$ cat config.mk
export PLATFORM = sky130hd
export DESIGN_NAME = bcd_scan_controller
export DESIGN_NICKNAME = d
export VERILOG_FILES = /design/src/rtl/bcd_scan_controller.sv
export SDC_FILE = /design/constraint.sdc
export NUM_CORES = 1
export LEC_CHECK = 0
export ABC_CLOCK_PERIOD_IN_PS = 3900
export BUFFER_PORTS_ARGS = -buffer_cell sky130_fd_sc_hd__buf_2
export CAP_MARGIN = 20
export CORE_AREA = 2 2 82 84
export DETAILED_ROUTE_END_ITERATION = 10
export DIE_AREA = 0 0 84 86
export HOLD_SLACK_MARGIN = 0.02
export SLEW_MARGIN = 20
export SYNTH_ARGS = -nofsm -noshare
export SYNTH_HDL_FRONTEND = slang
export SYNTH_SLANG_ARGS = --single-unit
$ cat constraint.sdc
create_clock -name clk -period 3.9 [get_ports clk]
set_input_delay 0.585 -clock clk [delete_from_list [all_inputs] [get_ports clk]]
set_output_delay 0.585 -clock clk [all_outputs]
set_load 0.01 [all_outputs]
$ cat src/rtl/bcd_scan_controller.sv
// Scans a packed BCD word one digit at a time through a BCD-to-decimal
// decoder, holding each digit for DWELL cycles with a one-hot digit select.
module bcd_scan_controller #(
  parameter int NUM_DIGITS = 4,
  parameter int DWELL      = 4
) (
  input  logic                    clk,
  input  logic                    reset,
  input  logic                    Load,
  input  logic                    ContMode,
  input  logic [4*NUM_DIGITS-1:0] BCDWord,
  output logic                    Busy,
  output logic [NUM_DIGITS-1:0]   DigitSel,
  output logic [9:0]              DECOut,
  output logic                    Done,
  output logic                    ErrFlag
);

  localparam int CW = $clog2(DWELL + 1);
  localparam int IW = (NUM_DIGITS > 1) ? $clog2(NUM_DIGITS) : 1;
  localparam logic [CW-1:0] LAST_CNT = CW'(DWELL - 1);
  localparam logic [IW-1:0] LAST_IDX = IW'(NUM_DIGITS - 1);

  typedef enum logic {IDLE, SCAN} state_t;

  state_t                  r_state, w_nstate;
  logic [4*NUM_DIGITS-1:0] r_shadow, w_nword;
  logic [4*NUM_DIGITS-1:0] r_pend, w_npend;
  logic                    r_pend_v, w_npend_v;
  logic [IW-1:0]           r_idx, w_nidx;
  logic [CW-1:0]           r_cnt, w_ncnt;
  logic                    w_start;
  logic                    w_scan;
  logic [3:0]              w_nd;
  logic [NUM_DIGITS-1:0]   w_nsel;
  logic [9:0]              w_ndec;
  logic                    w_ndone;
  logic                    w_nerr;

  always_comb begin
    w_nstate  = r_state;
    w_nword   = r_shadow;
    w_npend   = r_pend;
    w_npend_v = r_pend_v;
    w_nidx    = r_idx;
    w_ncnt    = r_cnt;
    w_start   = 1'b0;
    unique case (r_state)
      IDLE: begin
        if (Load) begin
          w_nstate = SCAN;
          w_nword  = BCDWord;
          w_nidx   = '0;
          w_ncnt   = '0;
          w_start  = 1'b1;
        end
      end
      SCAN: begin
        if (r_cnt != LAST_CNT) begin
          w_ncnt = r_cnt + 1'b1;
        end else if (r_idx != LAST_IDX) begin
          w_nidx = r_idx + 1'b1;
          w_ncnt = '0;
        end else if (Load || r_pend_v || ContMode) begin
          // a Load on the Done cycle is the newest request
          w_start = 1'b1;
          w_nidx  = '0;
          w_ncnt  = '0;
          w_nword = Load ? BCDWord : (r_pend_v ? r_pend : r_shadow);
        end else begin
          w_nstate = IDLE;
        end
        if (Load && !w_start) begin
          w_npend   = BCDWord;
          w_npend_v = 1'b1;
        end
      end
      default: w_nstate = IDLE;
    endcase
    if (w_start) w_npend_v = 1'b0;

    w_scan = (w_nstate == SCAN);
    w_nd   = '0;
    w_nsel = '0;
    for (int k = 0; k < NUM_DIGITS; k++) begin
      if (k == int'(w_nidx)) begin
        w_nd      = w_nword[4*k +: 4];
        w_nsel[k] = w_scan;
      end
    end
    w_ndec = '0;
    if (w_scan) w_ndec = (w_nd > 4'd9) ? '1 : (10'd1 << w_nd);
    w_ndone = w_scan && (w_nidx == LAST_IDX) && (w_ncnt == LAST_CNT);
    w_nerr  = (w_start ? 1'b0 : ErrFlag) | (w_scan && (w_nd > 4'd9));
  end

  always_ff @(posedge clk) begin
    if (reset) begin
      r_state  <= IDLE;
      r_shadow <= '0;
      r_pend   <= '0;
      r_pend_v <= 1'b0;
      r_idx    <= '0;
      r_cnt    <= '0;
      Busy     <= 1'b0;
      DigitSel <= '0;
      DECOut   <= '0;
      Done     <= 1'b0;
      ErrFlag  <= 1'b0;
    end else begin
      r_state  <= w_nstate;
      r_shadow <= w_nword;
      r_pend   <= w_npend;
      r_pend_v <= w_npend_v;
      r_idx    <= w_nidx;
      r_cnt    <= w_ncnt;
      Busy     <= w_scan;
      DigitSel <= w_nsel;
      DECOut   <= w_ndec;
      Done     <= w_ndone;
      ErrFlag  <= w_nerr;
    end
  end

endmodule
Word level (Yosys, flattened, before mapping)
Cells that the tools add are included.
{ "classes": {"addsub": 2, "magnitude_cmp": 1, "eq_ne": 7, "shift": 1, "n_mux": 32, "bitwise_logic": 7, "n_reduce_logical": 15} }
{ "op_table": {"columns": ["op", "count"], "rows": [
  ["$mux W16", 6],
  ["$pmux W16 S2", 1],
  ["$mux W4", 4],
  ["$mux W3", 4],
  ["$reduce_or A2 Y1", 6],
  ["$mux W10", 1],
  ["$shl A1 B4 Y10 const A", 1],
  ["$mux W1", 8],
  ["$mux W2", 4],
  ["$not A1 Y1", 6],
  ["$pmux W3 S2", 1],
  ["$eq A2 B2 Y1 const A", 2],
  ["$gt A4 B4 Y1 const B", 1],
  ["$logic_and A1 B1 Y1", 4],
  ["$pmux W1 S2", 2],
  ["$pmux W2 S2", 1],
  ["$add A3 B1 Y3 const B", 1],
  ["$eq A3 B2 Y1 const B", 1],
  ["$ne A3 B2 Y1 const B", 1],
  ["$add A2 B1 Y2 const B", 1],
  ["$eq A1 B2 Y1 const A", 1],
  ["$eq A2 B2 Y1 const B", 1],
  ["$logic_not A2 Y1", 1],
  ["$logic_or A1 B1 Y1", 2],
  ["4 further kinds", 4]
]} }
{ "totals": {"reg_bits": 55, "input_bits": 20, "out_inout_bits": 17, "word_cells": 78} }

Depth between registers and ports, before layout
Gate-level depths: netlist (run 1).
{ "depth": {"depth_word": 14, "ltp_mapped": 10, "depth_no_buf": 8} }

Worst setup path after synthesis (run 1)
No wires, ideal clock.
{ "synth_timing": {"kind": "flip-flop to flip-flop", "from": "register r_idx[0]", "to": "register DECOut[2]", "setup_ns": 0.078, "arrival_ns": 2.410, "setup_slack_ns": 1.412, "stages_incl_launch_ff": 11, "n_path_buf": 2, "cell_sequence": "dfxtp_1 -> ha_1 -> or3b_4 -> a21oi_4 -> o2bb2ai_4 -> buf_8 -> mux2i_1 -> mux2i_4 -> and2_1 -> buf_2 -> nor3_1"} }
{ "synth_between": {"elab_chain_cells": 11} }
{ "synth_lines": {"columns": ["element", "line_no", "text"], "rows": [
  ["start, declared", "30", "logic [IW-1:0] r_idx, w_nidx;"],
  ["start signal, assigned", "115", "r_idx <= w_nidx;"],
  ["$add A2 B1 Y2, or another cell as far along", "62", "w_nidx = r_idx + 1'b1;"],
  ["$mux W2", "61", "end else if (r_idx != LAST_IDX) begin"],
  ["$mux W2", "59", "if (r_cnt != LAST_CNT) begin"],
  ["$pmux W2 S2", "48", "unique case (r_state)"],
  ["$logic_not A2 Y1", "86", "if (k == int'(w_nidx)) begin"],
  ["$mux W4 (4 in a row)", "86", null],
  ["$gt A4 B4 Y1 / $shl A1 B4 Y10 (equally long branches)", "92", "if (w_scan) w_ndec = (w_nd > 4'd9) ? '1 : (10'd1 << w_nd);"],
  ["$mux W10", "92", null],
  ["end signal, assigned", "119", "DECOut <= w_ndec;"],
  ["end, declared", "14", "output logic [9:0] DECOut,"]
]} }
Several ways; a longest one is shown, not always the timed one.
A chain may end at the register's enable or synchronous reset.

Worst setup path after layout (run 1)
{ "layout_timing": {"from": "register r_idx[0]", "to": "register DECOut[3]"} }
The elaborated chain is that of the path after synthesis.

==> results of run 1 <==
## routing by layer
| metal | global-route usage [%] | vias up | share of wire (%) |
|---|---|---|---|
| met5 | 0 | - | 0 |
| met4 | 4.84 | 0 | 1.5 |
| met3 | 2.89 | 8 | 4.3 |
| met2 | 22.5 | 37 | 48 |
| met1 | 18.8 | 800 | 46 |
| li1 | - | 897 | - |
## cells in the final DEF, fill, tap and decap left out, types with 2 or more instances in the layout
master	Yosys	layout
buf_2	3	36
a222oi_1	15	15
nand3_1	2	2
clkbuf_8	0	6
inv_1	13	13
nor2b_1	5	5
nor3_1	6	6
a21oi_1	15	15
and4b_1	2	2
dfxtp_1	55	55
o21a_1	4	4
o21ai_0	2	2
nand2_1	6	6
nor2_1	40	40
or3_1	2	2
and3_1	3	3
mux2i_1	23	23
mux2i_4	3	3
ha_1	2	2
## final timing paths
kind	slack [ns]	end	from
worst max-delay path	1.12	DECOut[3]	r_idx[0]
worst min-delay path	0.49	ErrFlag	ErrFlag
worst max register to register	1.12	DECOut[3]	r_idx[0]
worst min register to register	0.49	ErrFlag	ErrFlag
## flip-flops by register name, indices dropped and copies added, names as in the netlist, 2 cells and up
signal and cells:
r_idx 2, r_cnt 3, DECOut 10, r_pend 16, r_shadow 16, DigitSel 4
## layout make-up
| type | instances | area [µm²] | share of cell area (%) |
|---|---|---|---|
| Clock inverter | 1 | 8.76 | 0.329 |
| Multi-Input combinational cell | 150 | 1120 | 42.3 |
| Clock buffer | 7 | 86.3 | 3.24 |
| Tap cell | 77 | 96.3 | 3.62 |
| Timing Repair Buffer | 37 | 188 | 7.05 |
| Inverter | 15 | 56.3 | 2.12 |
| Sequential cell | 55 | 1100 | 41.4 |
## power breakdown
part	switching [µW]	leakage [µW]	total [µW]	internal, µW
Sequential	13.1	0.000449	601	588
Clock	182	0.0000484	328	146
Combinational	81.0	0.000707	139	58.1
Total	276	0.00120	1070	792
## through the flow
| step | utilization, % | hold WS [ns] |
|---|---|---|
| after floorplan | - | 0.454 |
| after global placement | 40.9 | 0.471 |
| after detailed placement | 40.9 | 0.474 |
| after CTS | 42.4 | 0.490 |
| after global routing | 42.4 | 0.522 |
| final | 42.4 | 0.487 |
## worst max-delay path: cells and delay by family (launching register included)
kind	cells	cell delay, ns
mux	2	0.51
simple gates	3	0.61
fa+ha+maj	1	0.31
compound gates	2	0.83
flops	1	0.45
## logic make-up (layout without fill, tap and decap cells)
logic type               after synthesis  count (layout)  share of synthesized area (%)
AO/OA/AOI/OAI                         48              48                           18.0
adder cells (fa/ha/maj)                2               2                           1.06
buffers and inverters                 29              60                           5.57
flip-flops                            55              55                           46.7
multiplexers                          27              27                           13.3
AND/OR/NAND/NOR                       73              73                           15.4
==> run_results.csv, run 1 <==
group,metric,value,unit
layout,final_area,2660,µm²
detailed_routing,wl_per_cell,14.4,µm
synth,synth_cell_types,43,
timing,fin_crit_sh,71.4,%
timing,timing.final.setup_violations,0,
clock_network,htree_levels,2,
layout,antenna_cells,0,
synth,ys_seq_area_share,46.7,%
clock_network,cts.clk_slew.worst_paths,0.10,ns
grt,grt_first_pass_wirelength,7.99,mm
synth,avgSynthCellArea,10.1,µm²
detailed_routing,num_vias,1742,
worst_setup_path,slowest_delay,0.61,ns
floorplanning,io_pins,37,
placed_design,post-place-ws,1.11,ns
timing,finalSetupTns,0,ns
grt,overflow,0,
timing,finClkSkew,0.0104,ns
placed_design,dpl.cell_count,334,
worst_setup_path,path_class,"reg2reg",
grt,grt_pass1_vias,1607,
worst_setup_path,arrival,3.01,ns
timing,worst_slack,1.12,ns
clock_network,cts_resized,0,
layout,drive_above_1_share,22.6,%
layout,area_growth,12.9,%
synth,synth-async-reset-ratio,0,%
layout,nFillCells,638,
detailed_routing,routed_wl,4.94,mm
detailed_routing,post-route-drc-count,0,
synth,ys.flop_type,"dfxtp_1",
clock_network,clkLatencyLatePin,0.31,ns
timing,layout_min_cycle_time,2.78,ns
clock_network,cts-root-buf,"clkbuf_8",
worst_setup_path,crit_path_top_delay_cell,"a21oi_2",
synth,yosysWarnings,0,
hold_path,hold_path_class,"reg2reg",
timing,fmax,359,MHz
detailed_routing,drtPass1Iterations,6,
floorplanning,start_util,37.6,%
pwr,cellLeakagePower,0.00120,µW
pwr,peakVddDrop,182,µV
placed_design,portBuffers,36,
layout,fin_cells,342,
timing,rsz0062_at_grt,"false",
synth,yosysTopAreaCell,"dfxtp_1",
clock_network,postCtsHoldBufs,0,
detailed_routing,ant_nets,0,
synth,synth_seq_cells,55,
grt,grt_max_degree,42,
grt,grt_antenna_before_repair,0,
placed_design,hpwl,3.33,mm
synth,synth_edf_count,0,
clock_network,cts_tree,"yes",
pwr,p_per_area,401,nW/µm²
detailed_routing,drt_iter0_markers,157,
floorplanning,fp.dieArea,7220,µm²
synth,synth_nets,256,
clock_network,clk_path_buf_depth,2,
hold_path,min_path_cells,2,
clock_network,clock_sinks,55,
timing,drv_slew,0,
floorplanning,die_y,86,µm
synth,netlist.area_leader.share,46.7,%
synth,synth.most_common_cell,"dfxtp_1",
placed_design,gp_congestion,0.775,
flow_run,drv_cap,0,
synth,synth_commonest_cells,"55 x dfxtp_1, 40 x nor2_1, 23 x mux2i_1",
worst_setup_path,crit_path_cell_trace,"ha_1 > nand3b_4 > a21oi_2 > a222oi_1 > mux2i_1 > mux2i_4 > and2_1 > nor3_1",
floorplanning,core-area,6280,µm²
detailed_routing,viasPerCell,5.09,
synth,synth_area,2360,µm²
timing,finalHoldViolations,0,
clock_network,post-cts-setup-buffer-count,0,
worst_setup_path,critPathLaunchType,"register",
outcome,status,"finished, final reports clean",
timing,slew_headroom,31.3,%
worst_setup_path,crit_required,4.13,ns
pwr,totalPowerFinal,1070,µW
worst_setup_path,endpoint_kind,"register",
grt,track_usage,14.0,%
worst_setup_path,crit_fanout,15,
timing,worst_slew_pin_slew,1.03,ns
floorplanning,die_w,84,µm
synth,postSynthCellCount,234,
synth,synthTopCellsByArea,"dfxtp_1 47%, mux2i_1 9.8%, a222oi_1 6.4%, nor2_1 6.4%, a21oi_1 3.2%",
clock_network,cts_buffers,5,
floorplanning,fp-row-count,29,
placed_design,placed_area,2570,µm²
layout,final_nets,286,
worst_setup_path,reg2regPathDepth,8,
Power figures use the tool's default switching activity.
==> run 2: changes to the inputs <==
--- a/config.mk
+++ b/config.mk
@@ -5,7 +5,7 @@
 export SDC_FILE = /design/constraint.sdc
 export NUM_CORES = 1
 export LEC_CHECK = 0
-export ABC_CLOCK_PERIOD_IN_PS = 3900
+export ABC_CLOCK_PERIOD_IN_PS = 2300
 export BUFFER_PORTS_ARGS = -buffer_cell sky130_fd_sc_hd__buf_2
 export CAP_MARGIN = 20
 export CORE_AREA = 2 2 82 84
==> constraint.sdc (replaced) <==
create_clock -name clk -period 2.3 [get_ports clk]
set_input_delay 0.345 -clock clk [delete_from_list [all_inputs] [get_ports clk]]
set_output_delay 0.345 -clock clk [all_outputs]
set_load 0.01 [all_outputs]
==> run 2 against run 1 <==
  * The run now ends with negative setup slack left
  * Sequential power increased by 68%
  * Global-route usage rose by 2.5 points
  * Utilization increased by 8.8 points
  * Hold slack lost 0.21 ns
  * Final cell count up 14%
  * Total power increased by 80%
==> run_results.csv, run 2 (synthesis gave the netlist of run 1 again) <==
group,metric,value,unit
timing,finClkSkew,0.00806,ns
worst_setup_path,slowest_delay,0.38,ns
pwr,peakVddDrop,320,µV
worst_setup_path,r2r_slack,-0.14,ns
pwr,comb_power_share,17.5,%
clock_network,clock_sinks,55,
timing,worst_slew_pin_slew,0.435,ns
hold_path,hold_path_class,"in2reg",
timing,holdWs,0.275,ns
timing,timing.final.setup_violations,11,
grt,grt_max_degree,41,
worst_setup_path,crit_path_cell_trace,"ha_4 > buf_6 > or3b_4 > a21oi_4 > o2bb2ai_4 > mux2i_2 > mux2i_4 > and2_4 > nor3_1",
clock_network,cts-root-buf,"clkbuf_8",
detailed_routing,drtPass1Iterations,5,
layout,area_growth,36.4,%
layout,layout_commonest_cell,"dfxtp_1",
detailed_routing,drt_iter0_markers,140,
layout,seq_area,1110,µm²
pwr,totalPowerFinal,1920,µW
clock_network,clk_path_buf_depth,2,
placed_design,gp_congestion,0.796,
detailed_routing,ant_nets,0,
floorplanning,core-area,6280,µm²
layout,final_nets,333,
detailed_routing,wl_per_cell,15.1,µm
flow_run,drv_cap,0,
clock_network,clkLatencyLatePin,0.31,ns
layout,reg_top3,"r_pend (16), r_shadow (16), DECOut (10)",
layout,multiInputGateArea,1270,µm²
placed_design,portBuffers,36,
floorplanning,start_util,37.6,%
worst_setup_path,cp_top_family,"simple AND/OR/NAND/NOR gates",
clock_network,htree_levels,2,
pwr,p_sw_share,28.0,%
clock_network,postCtsHoldBufs,0,
pwr,p_clk_share,29.6,%
pwr,power.internal,1380,µW
detailed_routing,viasPerCell,5.26,
worst_setup_path,crit_path_top_delay_cell,"dfxtp_4",
grt,grt_first_pass_wirelength,9.56,mm
detailed_routing,num_vias,2048,
timing,finalHoldViolations,0,
layout,nFillCells,580,
worst_setup_path,path_class,"reg2reg",
layout,fin_util,51.2,%
detailed_routing,routed_wl,5.89,mm
worst_setup_path,crit_fanout,7,
clock_network,cts.clk_slew.worst_paths,0.11,ns
floorplanning,die_w,84,µm
outcome,violations,"negative setup slack",
worst_setup_path,endpoint_kind,"register",
timing,worst_slack,-0.137,ns
pwr,cellLeakagePower,0.00147,µW
timing,layout_min_cycle_time,2.44,ns
worst_setup_path,arrival,2.67,ns
timing,finalSetupTns,-1.09,ns
worst_setup_path,crit_required,2.53,ns
layout,drive_above_1_share,42.0,%
placed_design,dpl.cell_count,358,
timing,rsz0062_at_grt,"true",
timing,slew_headroom,71.0,%
layout,layout_common_cells,"51 x dfxtp_1, 40 x nor2_1, 38 x buf_4",
timing,fin_crit_sh,106,%
outcome,status,"complete, but fails checks",
layout,antenna_cells,0,
timing,fmax,410,MHz
pwr,p_sw,538,µW
clock_network,cts_tree,"yes",
pwr,seqPwrFrac,52.8,%
grt,grt_pass1_vias,1975,
floorplanning,io_pins,37,
grt,track_usage,16.5,%
layout,fin_cells,389,
floorplanning,die_y,86,µm
worst_setup_path,crit_buf_inv,1,
worst_setup_path,critPathLaunchType,"register",
detailed_routing,post-route-drc-count,0,
placed_design,hpwl,3.66,mm
pwr,p_per_area,597,nW/µm²
grt,grt_antenna_before_repair,0,
floorplanning,fp.dieArea,7220,µm²
grt,overflow,0,
timing,drv_slew,0,
floorplanning,fp-row-count,29,
clock_network,cts_buffers,5,
## run 2: power by group through the flow
stage	clock network [µW]	registers (µW)	logic, µW
6_report	569	1010	337
5_1_grt	619	1020	369
4_1_cts	590	1010	322
3_5_place_dp	0	1040	280
3_3_place_gp	0	1030	278
2_1_floorplan	0	1040	175
## run 2: per-layer routing
layer	share of wire, %	up-vias	wire length (µm)	global-route usage, %
li1	-	998	-	-
met1	45	1000	2650	22.3
met2	50	44	2960	27.1
met3	3.8	6	221	2.89
met4	0.97	0	57	5.28
met5	0	-	0	0
## run 2: timing repair
item                       in CTS  in global routing
setup buffers                  17                  4
gates resized for setup        20                  3
setup endpoints to repair      11                 13
pin swaps                      15                  9
cloned                          2                  0
## run 2: stage by stage
stage / instance area [µm²] / setup WS, ns
6_report: 3210 / -0.137
5_1_grt: 3210 / -0.239
4_1_cts: 3170 / -0.0995
3_5_place_dp: 2800 / -0.491
3_3_place_gp: 2800 / -0.386
2_1_floorplan: 2400 / -0.00398
## run 2: tightest hold or removal path, cell delays in order
cell and delay, ns:
buf_2 0.09, mux2i_1 0.06, nor2_1 0.07
## run 2: path summary, 6_finish.rpt
path,from,endpoint,depth (start not counted)
setup reg to reg,r_idx[0],DECOut[3],9
hold reg to reg,r_pend[11],r_pend[11],2
hold / removal,BCDWord[2],r_pend[2],3
setup / recovery,r_idx[0],DECOut[3],9
## run 2: layout make-up
cell class	count	share of cell area, %
clock inverters	3	0.856
inverters	15	1.75
multi-input cells	152	39.4
clock buffers	5	2.14
repair buffers	82	18.4
flip-flops and latches	55	34.5
well taps	77	3.00
